$ cat src/rtl/alu_cmd_sequencer.sv
`default_nettype none
// ============================================================================
// Module      : alu_cmd_sequencer
// Description : Initiator for a 16-bit ALU port. Takes single-op or sweep
//               commands, drives registered ALU inputs, captures the result
//               after a settle time and returns it on a valid/ready response.
// Revision    : 1.0 - initial release
// ============================================================================
module alu_cmd_sequencer #(
    parameter int WIDTH  = 16,
    parameter int OPW    = 3,
    parameter int SETTLE = 1
) (
    input  logic             clk,
    input  logic             rst,
    input  logic             cmd_valid,
    output logic             cmd_ready,
    input  logic             cmd_sweep,
    input  logic [OPW-1:0]   cmd_op,
    input  logic [WIDTH-1:0] cmd_a,
    input  logic [WIDTH-1:0] cmd_b,
    output logic [OPW-1:0]   alu_op,
    output logic [WIDTH-1:0] alu_a,
    output logic [WIDTH-1:0] alu_b,
    input  logic [WIDTH-1:0] alu_y,
    input  logic             alu_cout,
    output logic             rsp_valid,
    input  logic             rsp_ready,
    output logic [OPW-1:0]   rsp_op,
    output logic [WIDTH-1:0] rsp_y,
    output logic             rsp_cout,
    output logic             rsp_last,
    output logic             busy
);

    localparam logic [1:0]     c_IDLE      = 2'd0;
    localparam logic [1:0]     c_DRIVE     = 2'd1;
    localparam logic [1:0]     c_RESP      = 2'd2;
    localparam logic [OPW-1:0] c_OP_MAX    = {OPW{1'b1}};
    localparam logic [OPW-1:0] c_OP_ONE    = {{(OPW-1){1'b0}}, 1'b1};
    localparam logic [3:0]     c_SETTLE_LD = 4'(SETTLE - 1);

    logic [1:0]       r_state;
    logic [1:0]       w_next_state;
    logic [3:0]       r_cnt;
    logic             r_sweep;
    logic [OPW-1:0]   r_alu_op;
    logic [WIDTH-1:0] r_alu_a;
    logic [WIDTH-1:0] r_alu_b;
    logic             r_rsp_valid;
    logic [OPW-1:0]   r_rsp_op;
    logic [WIDTH-1:0] r_rsp_y;
    logic             r_rsp_cout;
    logic             r_rsp_last;

    logic             w_cmd_ready;
    logic             w_accept;
    logic             w_capture;
    logic             w_release;
    logic             w_step;
    logic             w_last_op;

    always_ff @(posedge clk) begin
        if (rst) begin
            r_state <= c_IDLE;
        end else begin
            r_state <= w_next_state;
        end
    end

    always_comb begin
        w_next_state = r_state;
        w_cmd_ready  = 1'b0;
        w_accept     = 1'b0;
        w_capture    = 1'b0;
        w_release    = 1'b0;
        w_step       = 1'b0;
        w_last_op    = (r_alu_op == c_OP_MAX);
        case (r_state)
            c_IDLE: begin
                w_cmd_ready = ~rst;
                if (cmd_valid) begin
                    w_accept     = 1'b1;
                    w_next_state = c_DRIVE;
                end
            end
            c_DRIVE: begin
                if (r_cnt == 4'd0) begin
                    w_capture    = 1'b1;
                    w_next_state = c_RESP;
                end
            end
            c_RESP: begin
                if (rsp_ready) begin
                    w_release = 1'b1;
                    // Sweep stops at the all-ones opcode rather than wrapping.
                    if (r_sweep && !w_last_op) begin
                        w_step       = 1'b1;
                        w_next_state = c_DRIVE;
                    end else begin
                        w_next_state = c_IDLE;
                    end
                end
            end
            default: w_next_state = c_IDLE;
        endcase
    end

    always_ff @(posedge clk) begin
        if (rst) begin
            r_cnt       <= 4'd0;
            r_sweep     <= 1'b0;
            r_alu_op    <= '0;
            r_alu_a     <= '0;
            r_alu_b     <= '0;
            r_rsp_valid <= 1'b0;
            r_rsp_op    <= '0;
            r_rsp_y     <= '0;
            r_rsp_cout  <= 1'b0;
            r_rsp_last  <= 1'b0;
        end else begin
            if (w_accept) begin
                r_alu_a  <= cmd_a;
                r_alu_b  <= cmd_b;
                r_alu_op <= cmd_sweep ? '0 : cmd_op;
                r_sweep  <= cmd_sweep;
                r_cnt    <= c_SETTLE_LD;
            end
            if (r_state == c_DRIVE && r_cnt != 4'd0) begin
                r_cnt <= r_cnt - 4'd1;
            end
            if (w_capture) begin
                r_rsp_y     <= alu_y;
                r_rsp_cout  <= alu_cout;
                r_rsp_op    <= r_alu_op;
                r_rsp_valid <= 1'b1;
                r_rsp_last  <= ~r_sweep | w_last_op;
            end
            if (w_release) begin
                r_rsp_valid <= 1'b0;
            end
            if (w_step) begin
                r_alu_op <= r_alu_op + c_OP_ONE;
                r_cnt    <= c_SETTLE_LD;
            end
        end
    end

    assign cmd_ready = w_cmd_ready;
    assign alu_op    = r_alu_op;
    assign alu_a     = r_alu_a;
    assign alu_b     = r_alu_b;
    assign rsp_valid = r_rsp_valid;
    assign rsp_op    = r_rsp_op;
    assign rsp_y     = r_rsp_y;
    assign rsp_cout  = r_rsp_cout;
    assign rsp_last  = r_rsp_last;
    assign busy      = (r_state != c_IDLE);

endmodule
`default_nettype wire

$ cat config.mk
export PLATFORM = sky130hd
export DESIGN_NAME = alu_cmd_sequencer
export DESIGN_NICKNAME = d
export VERILOG_FILES = /design/src/rtl/alu_cmd_sequencer.sv
export SDC_FILE = /design/constraint.sdc
export NUM_CORES = 1
export LEC_CHECK = 0
export ABC_AREA = 0
export BUFFER_PORTS_ARGS = -buffer_cell sky130_fd_sc_hd__buf_2
export CAP_MARGIN = 30
export CORE_ASPECT_RATIO = 0.75
export CORE_MARGIN = 5
export CORE_UTILIZATION = 49
export DETAILED_ROUTE_END_ITERATION = 8
export PLACE_DENSITY = 0.92
export SETUP_SLACK_MARGIN = 0.05
export SLEW_MARGIN = 20
export SYNTH_ARGS = -nofsm -noshare
export SYNTH_HDL_FRONTEND = slang
export SYNTH_SLANG_ARGS = --single-unit
$ cat constraint.sdc
create_clock -name clk -period 5.6 [get_ports clk]
set_clock_uncertainty 0.1 [all_clocks]
set_input_delay 1.12 -clock clk [delete_from_list [all_inputs] [get_ports clk]]
set_output_delay 1.12 -clock clk [all_outputs]
set_load 0.03 [all_outputs]
### Yosys cells after proc, flatten, opt, wreduce, memory -nomap -nowiden

Cells that the tools add are included.

| operators by class | value |
|---|---|
| bitwise gates (word level) | 3 |
| add/sub/neg operators | 2 |
| multiplexer cells | 20 |
| eq/ne operators | 6 |
| divide/modulo/power cells | 0 |
| reduce and logical (&&, ||, !) cells | 12 |
| magnitude comparators | 0 |
| shifts and indexed selects | 0 |
| multiply operators | 0 |

Operators by type and width:

| cell | number |
|---|---|
| $mux 1 | 11 |
| $mux 3 | 3 |
| $mux 4 | 2 |
| $mux 2 | 3 |
| $ne 2x2->1 const B | 3 |
| $pmux 2 s3 | 1 |
| $reduce_bool 2->1 | 3 |
| $logic_not 4->1 | 1 |
| $reduce_bool 4->1 | 1 |
| $reduce_or 2->1 | 2 |
| $sub 4x1->4 const B | 1 |
| $add 3x1->3 const B | 1 |
| $eq 3x3->1 const B | 1 |
| $reduce_and 3->1 | 1 |
| $eq 2x1->1 const B | 1 |
| $eq 2x2->1 const B | 1 |
| $logic_and 1x1->1 | 2 |
| $logic_not 2->1 | 1 |
| $not 1->1 | 2 |
| $logic_not 1->1 | 1 |
| $or 1x1->1 | 1 |

| storage, ports and cells | value |
|---|---|
| register bits after elaboration | 64 |
| output and inout port bits | 59 |
| memories kept | 0 |
| bits of input ports | 57 |
| ROM bits | 0 |
| bits in writable memories | 0 |
| latch bits | 0 |
| logic and storage cells | 54 |

### Depth between registers and ports, before layout

Gate-level depths: netlist (run 1).

| logic depth | value |
|---|---|
| depth in word-level cells | 7 |
| depth in mapped cells | 7 |
| depth with buffers taken out | 6 |

### Worst setup path after synthesis (run 1)

No wires, ideal clock.

| timing | value |
|---|---|
| kind | input -> output |
| start | in rst |
| end | out cmd_ready |
| setup slack | 2.481 ns |
| arrival | 1.899 ns |
| stages | 3 |
| required time | 4.380 ns |
| cells stage by stage | clkbuf_1 > clkbuf_1 > nor2_1 |

| between the ends | value |
|---|---|
| cells in the longest elaborated chain, start to end | 2 |

Ends and longest elaborated chain:

| element | RTL line | RTL |
|---|---|---|
| from (decl) | 15 | `input logic rst,` |
| $not 1->1 | 81 | `w_cmd_ready = ~rst;` |
| $mux 1 | 79 | `case (r_state)` |
| to (decl) | 17 | `output logic cmd_ready,` |

Every way passes these cells.

### Worst setup path after layout (run 1)

Ends and elaborated chain as after synthesis.

==> summary.txt, run 1 <==
Final setup vio count: 0
Top Metal Used: met4
Min Hold Slack: 0.351 ns
Dominant cells by area after synthesis: dfxtp_1, nand2_1, a21oi_1, clkbuf_1, ha_1
FF/Latch Area: 0.00128 mm2
Ant diodes: 0
Area grow syn2layout: 34.7%
IO buf count: 115
Die Area: 0.00644 mm2
Routability cong.: 0.809
Clk pin slew, worst setup/hold paths: 0.07 ns
Syn Nets: 357
Top Ports: 116
Commonest non-fill, non-tap cell in the layout: buf_2
Area leader, netlist: dfxtp_1
Drt pass-1 iters: 4
Required @ worst endpoint: 4.38 ns
Total power: 1.14 mW
Post-synthesis sequential area ratio: 0.532
GRT Util Overall: 0.186
Post-DP Area: 0.00300 mm2
Routed Antenna Nets: 0
Row Count: 22
Synthesized area: 0.00241 mm2
CP Launch Type: input port
Ratio of cells with drive above 1 in the final layout: 0.342
Met3 WL: 469 um
Final hold vios: 0
Slowest CP cell: buf_4
Leak: 1.51 nW
Yosys warning total: 0
Hold Path Class: reg -> reg
Largest net degree at the start of global routing: 63
Cell mode on critical path: buf_2
Met2 wire len: 2680 um
HPWL Detailed: 4220 um
CP cell instances: buf_2, buf_4, nor2_1, buf_2
RSZ-0062 raised after global routing: false
First-pass GRT wire length: 9990 um
Worst endpoint data arrival time: 2.01 ns
CTS tree: done
Core area: 0.00482 mm2
# fillers: 423
H-tree lvl count: 3
Vias in the first global route: 2,156
Seq cells post-synth: 64
Crit path max-delay family: buffers and inverters
Critical Path End Type: output pin
# hold bufs at CTS: 0
Final WL: 5800 um
CTS sink cnt: 64
DR DRC count: 0
Most frequent cells in the layout: buf_2, nand2_1, dfxtp_1, a21oi_1, clkbuf_8
Status: finished, final reports clean
NumNets Final: 467
Worst-margin pin slew: 0.801 ns
Slew Viols, Final: 0
Gr ovfl total: 0
Initial Utilization: 0.500
Multi-input logic area: 0.00102 mm2
DR WL/cell: 12.3 um
CTS Buffer Depth: 2
Initial drt markers: 86
Initial antenna violation count: 0
WP buf/inv: 3
Critical path class: in -> out
Rel. slew slack: 0.464
Crit-path max FO: 62
Post-synth cell types: 32
Tmin final: 3.23 ns
Max-cap violations: 0
Share of the synthesized area in the top cell type: 0.532
P per Cell Area: 352 mW/mm2
M1 WL: 2580 um
Via count: 2,321
Peak per-stage delay on the critical path: 0.48 ns
Vias per cell: 4.92
Setup TNS: 0 ns
Max VDD drop: 0.225 mV
Fin crit share: 0.577
Chip height: 70.7 um
Post_cts resized: 0
Mean post-synth cell area: 8.11 um2
CTS buffer count: 9
Post-CTS Setup Bufs: 0
Root Driver: clkbuf_8
Clock latency on the worst-skew pair: 0.32 ns
Final Instance Area: 0.00325 mm2
Fmax: 0.310 GHz
Post-Syn Instances: 297
Width of the die: 91.0 um
-- per-layer routing --
metal,vias up,global-route usage
met3,8,0.0701
met2,83,0.307
met5,-,0
li1,1198,-
met1,1032,0.229
met4,0,0.0489
-- sequential cells by signal, indices dropped and copies added, names as in the netlist --
register   count
alu_a         16
r_state        2
rsp_y         16
rsp_cout       1
alu_b         16
rsp_valid      1
rsp_last       1
r_sweep        1
r_cnt          4
alu_op         3
rsp_op         3
-- metrics by stage --
stage / setup slack, ns / util / instances
after CTS: 2.38 / 0.674 / 472
after global routing: 2.27 / 0.674 / 472
after global placement: 2.37 / 0.617 / 454
after floorplan: 2.48 / - / 297
final: 2.37 / 0.674 / 472
after detailed placement: 2.39 / 0.623 / 456
-- kinds of logic (layout without fill, tap and decap cells) --
group / Yosys count / count (layout) / share of synthesized area
simple gates: 140 / 140 / 0.258
compound gates: 67 / 67 / 0.148
flops: 64 / 64 / 0.532
buf+inv: 23 / 138 / 0.0462
fa+ha+maj: 3 / 3 / 0.0156
-- path summary, 6_finish.rpt --
check,startpoint,to,slack [ns],cells after the start
setup reg to reg,r_cnt[0],rsp_last,3.46,6
hold reg to reg,alu_b[15],alu_b[15],0.35,2
setup / recovery,rst,cmd_ready,2.37,4
hold / removal,alu_b[15],alu_b[15],0.35,2
-- synthesized netlist by cell type (all sizes together) --
master / count
or3: 3
or2: 2
nor2b: 4
nand3: 5
nor4bb: 1
nand2: 108
inv: 4
a31oi: 2
and4b: 1
o21ai: 3
and2: 1
ha: 3
nor3: 1
a222oi: 2
or3b: 1
a211oi: 1
buf: 6
nor2: 7
nand2b: 1
and4: 1
clkbuf: 13
a21oi: 58
nor3b: 1
dfxtp: 64
a311oi: 1
nand3b: 3
-- worst reg2reg max path: stages (launching register included) --
cell	delay [ns]
dfxtp_1	0.32
inv_1	0.08
ha_1	0.18
or3b_4	0.42
nor3_4	0.63
nor2_1	0.09
a211oi_1	0.22
-- area by class of cell --
| class | count | share of cell area |
|---|---|---|
| Multi-Input combinational cell | 210 | 0.313 |
| Tap cell | 60 | 0.0231 |
| Timing Repair Buffer | 118 | 0.189 |
| Inverter | 4 | 0.00462 |
| Clock inverter | 5 | 0.0320 |
| Clock buffer | 11 | 0.0435 |
| Sequential cell | 64 | 0.395 |
-- where the power goes --
group | internal (mW) | switching, mW
Clock | 0.308 | 0.166
Sequential | 0.482 | 0.0151
Combinational | 0.0565 | 0.116
Total | 0.847 | 0.297
No activity file was read; power rests on OpenSTA's default activity.
==> run 2: changes to the inputs <==
--- a/config.mk
+++ b/config.mk
@@ -10,9 +10,9 @@
 export CAP_MARGIN = 30
 export CORE_ASPECT_RATIO = 0.75
 export CORE_MARGIN = 5
-export CORE_UTILIZATION = 49
+export CORE_UTILIZATION = 45
 export DETAILED_ROUTE_END_ITERATION = 8
-export PLACE_DENSITY = 0.92
+export PLACE_DENSITY = 0.86
 export SETUP_SLACK_MARGIN = 0.05
 export SLEW_MARGIN = 20
 export SYNTH_ARGS = -nofsm -noshare
==> constraint.sdc (replaced) <==
create_clock -name clk -period 3.3 [get_ports clk]
set_clock_uncertainty 0.1 [all_clocks]
set_input_delay 0.66 -clock clk [delete_from_list [all_inputs] [get_ports clk]]
set_output_delay 0.66 -clock clk [all_outputs]
set_load 0.03 [all_outputs]
==> run 2 against run 1 <==
Final area shrank 0.42%. Global-route usage shrank 0.16 points. First-iteration DRC count grew 12%.
==> summary.txt, run 2 (synthesis gave the netlist of run 1 again) <==
Status: finished, final reports clean
Vias per cell: 4.78 (-2.8%)
Width of the die: 94.5 um (+3.9%)
Crit-path max FO: 23 (-63%)
DR DRC count: 0 (unchanged)
Area grow syn2layout: 34.2%
Routability cong.: 0.792 (-2.1%)
Rel. slew slack: 0.443 (-0.0212)
# fillers: 488 (+15%)
Pre-CTS setup slack: 1.10 ns (-1.28 ns)
Tmin final: 2.15 ns
CP Launch Type: flop
H-tree lvl count: 3 (unchanged)
Ratio of cells with drive above 1 in the final layout: 0.345 (+0.00243)
Commonest non-fill, non-tap cell in the layout: buf_2
Slew Viols, Final: 0 (unchanged)
Max-cap violations: 0 (unchanged)
FF-to-FF Start: r_cnt[0]
Max VDD drop: 0.389 mV (+73%)
# hold bufs at CTS: 0 (unchanged)
HPWL Detailed: 4580 um (+8.5%)
NumNets Final: 467 (unchanged)
RSZ-0062 raised after global routing: false
Util after Layout: 0.614 (-0.0601)
R2R depth: 6 (unchanged)
Post-route insts no fill: 487 (+3.2%)
Post_cts resized: 0 (unchanged)
Hold path endpoint: alu_b[4]
Top Ports: 116 (unchanged)
Critical Path End Type: flop
Dpl cells: 471 (+3.3%)
Final WL: 6140 um (+6.0%)
CTS Buffer Depth: 2 (unchanged)
Fin crit share: 0.651
Clock latency on the worst-skew pair: 0.32 ns (about the same)
Post-route worst setup slack: 1.15 ns (-1.22 ns)
DR WL/cell: 12.6 um (+2.7%)
GRT Util Overall: 0.184 (-0.00164)
Post-CTS Setup Bufs: 0 (unchanged)
Core area: 0.00527 mm2 (+9.3%)
Root Driver: clkbuf_8
Setup TNS: 0 ns (unchanged)
Hold path cells: 2 (unchanged)
Flop-to-flop setup slack: 1.15 ns (-2.31 ns)
Worst endpoint data arrival time: 2.28 ns (+0.27 ns)
Row Count: 23 (+4.5%)
P per Cell Area: 582 mW/mm2 (+65%)
RR Endpoint: rsp_valid
CTS sink cnt: 64 (unchanged)
Initial antenna violation count: 0 (unchanged)
Chip height: 73.4 um (+3.7%)
Via count: 2,327 (+0.26%)
Die Area: 0.00693 mm2 (+7.8%)
Hold Path Class: reg -> reg
Routed Antenna Nets: 0 (unchanged)
Most frequent cells in the layout: buf_2, nand2_1, dfxtp_1, a21oi_1, clkbuf_8
Required @ worst endpoint: 3.43 ns (-0.95 ns)
Hold_sp: alu_b[4]
Clk pin slew, worst setup/hold paths: 0.07 ns (about the same)
Fmax: 0.465 GHz
CTS buffer count: 9 (unchanged)
First-pass GRT wire length: 10,100 um (+1.1%)
Initial drt markers: 96 (+12%)
Vias in the first global route: 2,257 (+4.7%)
Critical path class: reg -> reg
CTS tree: done
Ant diodes: 0 (unchanged)
Worst-margin pin slew: 0.833 ns (+0.0318 ns)
Final hold vios: 0 (unchanged)
Leak: 1.50 nW (-1.0%)
Largest net degree at the start of global routing: 45 (-29%)
Final setup vio count: 0 (unchanged)
Initial Utilization: 0.458 (-0.0427)
IO buf count: 115 (unchanged)
Drt pass-1 iters: 4 (unchanged)
Gr ovfl total: 0 (unchanged)
run 2: per-layer routing:
layer  vias to the layer above  share of wire  routed length [um]  global-route usage
met5                         -              0                   0                   0
met4                         0         0.0016                  10              0.0336
met3                         2          0.070                 432              0.0727
met2                        68           0.48                2920               0.314
met1                      1057           0.45                2780               0.223
li1                       1200              -                   -                   -
run 2: report_power, final:
part | switching (mW) | internal, mW | total [mW]
clock network | 0.298 | 0.448 | 0.747
registers | 0.0256 | 0.818 | 0.843
logic | 0.199 | 0.0927 | 0.292
run 2: worst max-delay path: stages, from the launching register on:
cell	delay, ns
dfxtp_1	0.32
inv_1	0.08
ha_1	0.18
or3b_4	0.42
nor3_4	0.65
nor2_1	0.08
a311oi_1	0.23
run 2: worst max-delay path by stage:
stage               depth (start not counted)  slack [ns]         to  startpoint
finish                                      6        1.15  rsp_valid    r_cnt[0]
global route                                6        0.97   rsp_last    r_cnt[0]
CTS                                         6        1.11  rsp_valid    r_cnt[0]
detailed placement                          6        1.10  rsp_valid    r_cnt[0]
global placement                            6        1.25   rsp_last    r_cnt[0]
floorplan                                   3        1.10  cmd_ready         rst
run 2: final cells by class:
cell class                      instances  area (um2)  area share
Clock buffer                           10         138      0.0426
Clock inverter                          6        90.1      0.0279
Inverter                                4        15.0     0.00464
Multi-Input combinational cell        210        1020       0.315
Sequential cell                        64        1280       0.396
Tap cell                               75        93.8      0.0290
Timing Repair Buffer                  118         598       0.185
run 2: stage by stage:
| step | hold slack (ns) | power, mW | area, um2 |
|---|---|---|---|
| 6_report | 0.353 | 1.88 | 3230 |
| 4_1_cts | 0.354 | 1.91 | 3230 |
| 5_1_grt | 0.372 | 1.98 | 3230 |
| 3_5_place_dp | 0.345 | 1.16 | 3010 |
| 2_1_floorplan | 0.341 | 1.06 | 2410 |
| 3_3_place_gp | 0.339 | 1.15 | 3010 |
==> run 3: changes to the inputs <==
--- a/config.mk
+++ b/config.mk
@@ -10,9 +10,9 @@
 export CAP_MARGIN = 30
 export CORE_ASPECT_RATIO = 0.75
 export CORE_MARGIN = 5
-export CORE_UTILIZATION = 45
+export CORE_UTILIZATION = 41
 export DETAILED_ROUTE_END_ITERATION = 8
-export PLACE_DENSITY = 0.86
+export PLACE_DENSITY = 0.83
 export SETUP_SLACK_MARGIN = 0.05
 export SLEW_MARGIN = 20
 export SYNTH_ARGS = -nofsm -noshare
==> constraint.sdc (replaced) <==
create_clock -name clk -period 1.75 [get_ports clk]
set_clock_uncertainty 0.1 [all_clocks]
set_input_delay 0.35 -clock clk [delete_from_list [all_inputs] [get_ports clk]]
set_output_delay 0.35 -clock clk [all_outputs]
set_load 0.03 [all_outputs]
==> run 3 against run 2 <==
The run now ends with negative setup slack left. Cell count increased by 4.7%. Register-to-register slack lost 1.2 ns. First-iteration DRC count rose by 71%. Power is 85% higher. Critical path depth grew 2. Global-route usage down 0.13 points. Die area is 8.6% higher. Final area increased by 12%. Combinational power increased by 130%. Critical path type unchanged.
==> summary.txt, run 3 (synthesis gave the netlist of run 1 again) <==
FF-to-FF Start: r_cnt[0]
IO buf count: 115 (unchanged)
Setup TNS: -0.0545 ns (-0.0545 ns)
Slowest CP cell: or3b_4
CTS buffer count: 9 (unchanged)
Row Count: 24 (+4.3%)
GRT Util Overall: 0.183 (-0.00131)
Ratio of cells with drive above 1 in the final layout: 0.481 (+0.137)
Flop-to-flop setup slack: -0.02 ns (-1.17 ns)
Via count: 2,503 (+7.6%)
Commonest non-fill, non-tap cell in the layout: buf_2
Fin crit share: 1.01 (+0.358)
Vias per cell: 4.91 (+2.7%)
R2R depth: 8 (+2)
P per Cell Area: 964 mW/mm2 (+66%)
Failing checks: negative setup slack
DR DRC count: 0 (unchanged)
Critical Path End Type: flop
CP Launch Type: flop
WP buf/inv: 3 (+2)
Routability cong.: 0.847 (+6.9%)
Die Area: 0.00753 mm2 (+8.6%)
Clk pin slew, worst setup/hold paths: 0.07 ns (about the same)
Peak per-stage delay on the critical path: 0.43 ns (-0.22 ns)
Most frequent cells in the layout: buf_2, nand2_1, dfxtp_1, a21oi_1, nand2_2
Hold path endpoint: rsp_y[9]
Max VDD drop: 0.885 mV (+130%)
NumNets Final: 487 (+4.3%)
Pre-CTS setup slack: -0.0752 ns (-1.18 ns)
Hold path cells: 3 (+1)
CTS tree: done
Core area: 0.00577 mm2 (+9.5%)
Vias in the first global route: 2,359 (+4.5%)
Initial antenna violation count: 0 (unchanged)
Status: finished with violations
Worst endpoint data arrival time: 1.94 ns (-0.34 ns)
Hold_sp: alu_y[9]
CTS Buffer Depth: 2 (unchanged)
# fillers: 509 (+4.3%)
HPWL Detailed: 4600 um (+0.38%)
Post-DP Area: 0.00310 mm2 (+3.1%)
Final hold vios: 0 (unchanged)
CTS sink cnt: 64 (unchanged)
Hold Path Class: in -> reg
Initial drt markers: 164 (+71%)
H-tree lvl count: 3 (unchanged)
Ant diodes: 0 (unchanged)
Crit path max-delay family: simple AND/OR/NAND/NOR gates
Worst-margin pin slew: 0.425 ns (-0.408 ns)
Largest net degree at the start of global routing: 41 (-8.9%)
Top Ports: 116 (unchanged)
Required @ worst endpoint: 1.92 ns (-1.51 ns)
CP cell instances: inv_2, ha_4, or3b_4, nor3_4, buf_12, clkbuf_16, nand2_2, a21oi_1
Final setup vio count: 5 (+5)
Width of the die: 98.5 um (+4.3%)
Final WL: 7260 um (+18%)
Max-cap violations: 0 (unchanged)
Gr ovfl total: 0 (unchanged)
Area grow syn2layout: 49.7%
Routed Antenna Nets: 0 (unchanged)
Util after Layout: 0.626 (+0.0117)
Crit-path max FO: 6 (-74%)
Root Driver: clkbuf_8
RSZ-0062 raised after global routing: true
Critical path class: reg -> reg
# hold bufs at CTS: 0 (unchanged)
Leak: 1.65 nW (+10%)
Post-route worst setup slack: -0.0169 ns (-1.17 ns)
First-pass GRT wire length: 11,100 um (+9.9%)
Rel. slew slack: 0.717 (+0.274)
Final Instance Area: 0.00361 mm2 (+12%)
DR WL/cell: 14.2 um (+13%)
Clock latency on the worst-skew pair: 0.34 ns (+0.02 ns)
Slew Viols, Final: 0 (unchanged)
Fmax: 0.566 GHz (+22%)
Drt pass-1 iters: 5 (+1)
Chip height: 76.4 um (+4.1%)
RR Endpoint: rsp_y[7]
Tmin final: 1.77 ns (-0.383 ns)
Initial Utilization: 0.418 (-0.0396)
[run 3: cell count changes in the layout (fill, tap and decap cells not counted), sizes merged]
cell      previous run  this run
buf                118       135
bufinv               2         1
clkbuf              10        11
clkinv               2         3
clkinvlp             1         2
inv                  5         4
or3                  3         5
[run 3: worst max path at each step]
| stage | start | end | cells past startpoint |
|---|---|---|---|
| after global placement | r_cnt[0] | rsp_y[14] | 6 |
| after detailed placement | r_cnt[0] | rsp_cout | 6 |
| after floorplan | r_cnt[0] | rsp_y[1] | 7 |
| after global routing | r_cnt[0] | rsp_y[0] | 8 |
| after CTS | r_cnt[1] | rsp_y[9] | 6 |
| final | r_cnt[0] | rsp_y[7] | 8 |
[run 3: layout make-up]
| type | instances | area (um2) | area share |
|---|---|---|---|
| clock buffer | 10 | 128 | 0.0354 |
| clock inverter | 6 | 60.1 | 0.0166 |
| inverter | 4 | 15.0 | 0.00416 |
| multi-input combinational | 212 | 1210 | 0.337 |
| sequential | 64 | 1290 | 0.358 |
| tap | 78 | 97.6 | 0.0271 |
| timing repair buffer | 136 | 802 | 0.222 |
[run 3: per-stage QoR]
step	instances	power, mW	hold WS (ns)
6_report	510	3.48	0.140
5_1_grt	510	3.65	0.119
4_1_cts	505	3.45	0.126
3_5_place_dp	482	2.20	0.344
3_3_place_gp	482	2.18	0.336
2_1_floorplan	297	1.99	0.341
[run 3: repair_timing]
action | 4_1_cts | 5_1_grt
pin swaps | 27 | 19
endpoints found under the setup margin | 26 | 27
buffers inserted | 4 | 4
gates resized for setup | 30 | 30
gates cloned | 3 | 1
[run 3: layer usage]
| metal | track usage | up-vias | wire (um) |
|---|---|---|---|
| met5 | 0 | - | 0 |
| met4 | 0.0600 | 0 | 89 |
| met3 | 0.0759 | 10 | 525 |
| met2 | 0.317 | 91 | 3710 |
| met1 | 0.201 | 1156 | 2930 |
| li1 | - | 1246 | - |
[run 3: worst min-delay path: cells and delay by family]
kind	cells	cell delay, ns
AND/OR/NAND/NOR	1	0.05
buffers and inverters	1	0.10
AO/OA/AOI/OAI	1	0.04
[run 3: power breakdown]
group	internal (mW)	switching, mW
sequential	1.54	0.0489
clock	0.650	0.567
combinational	0.240	0.427
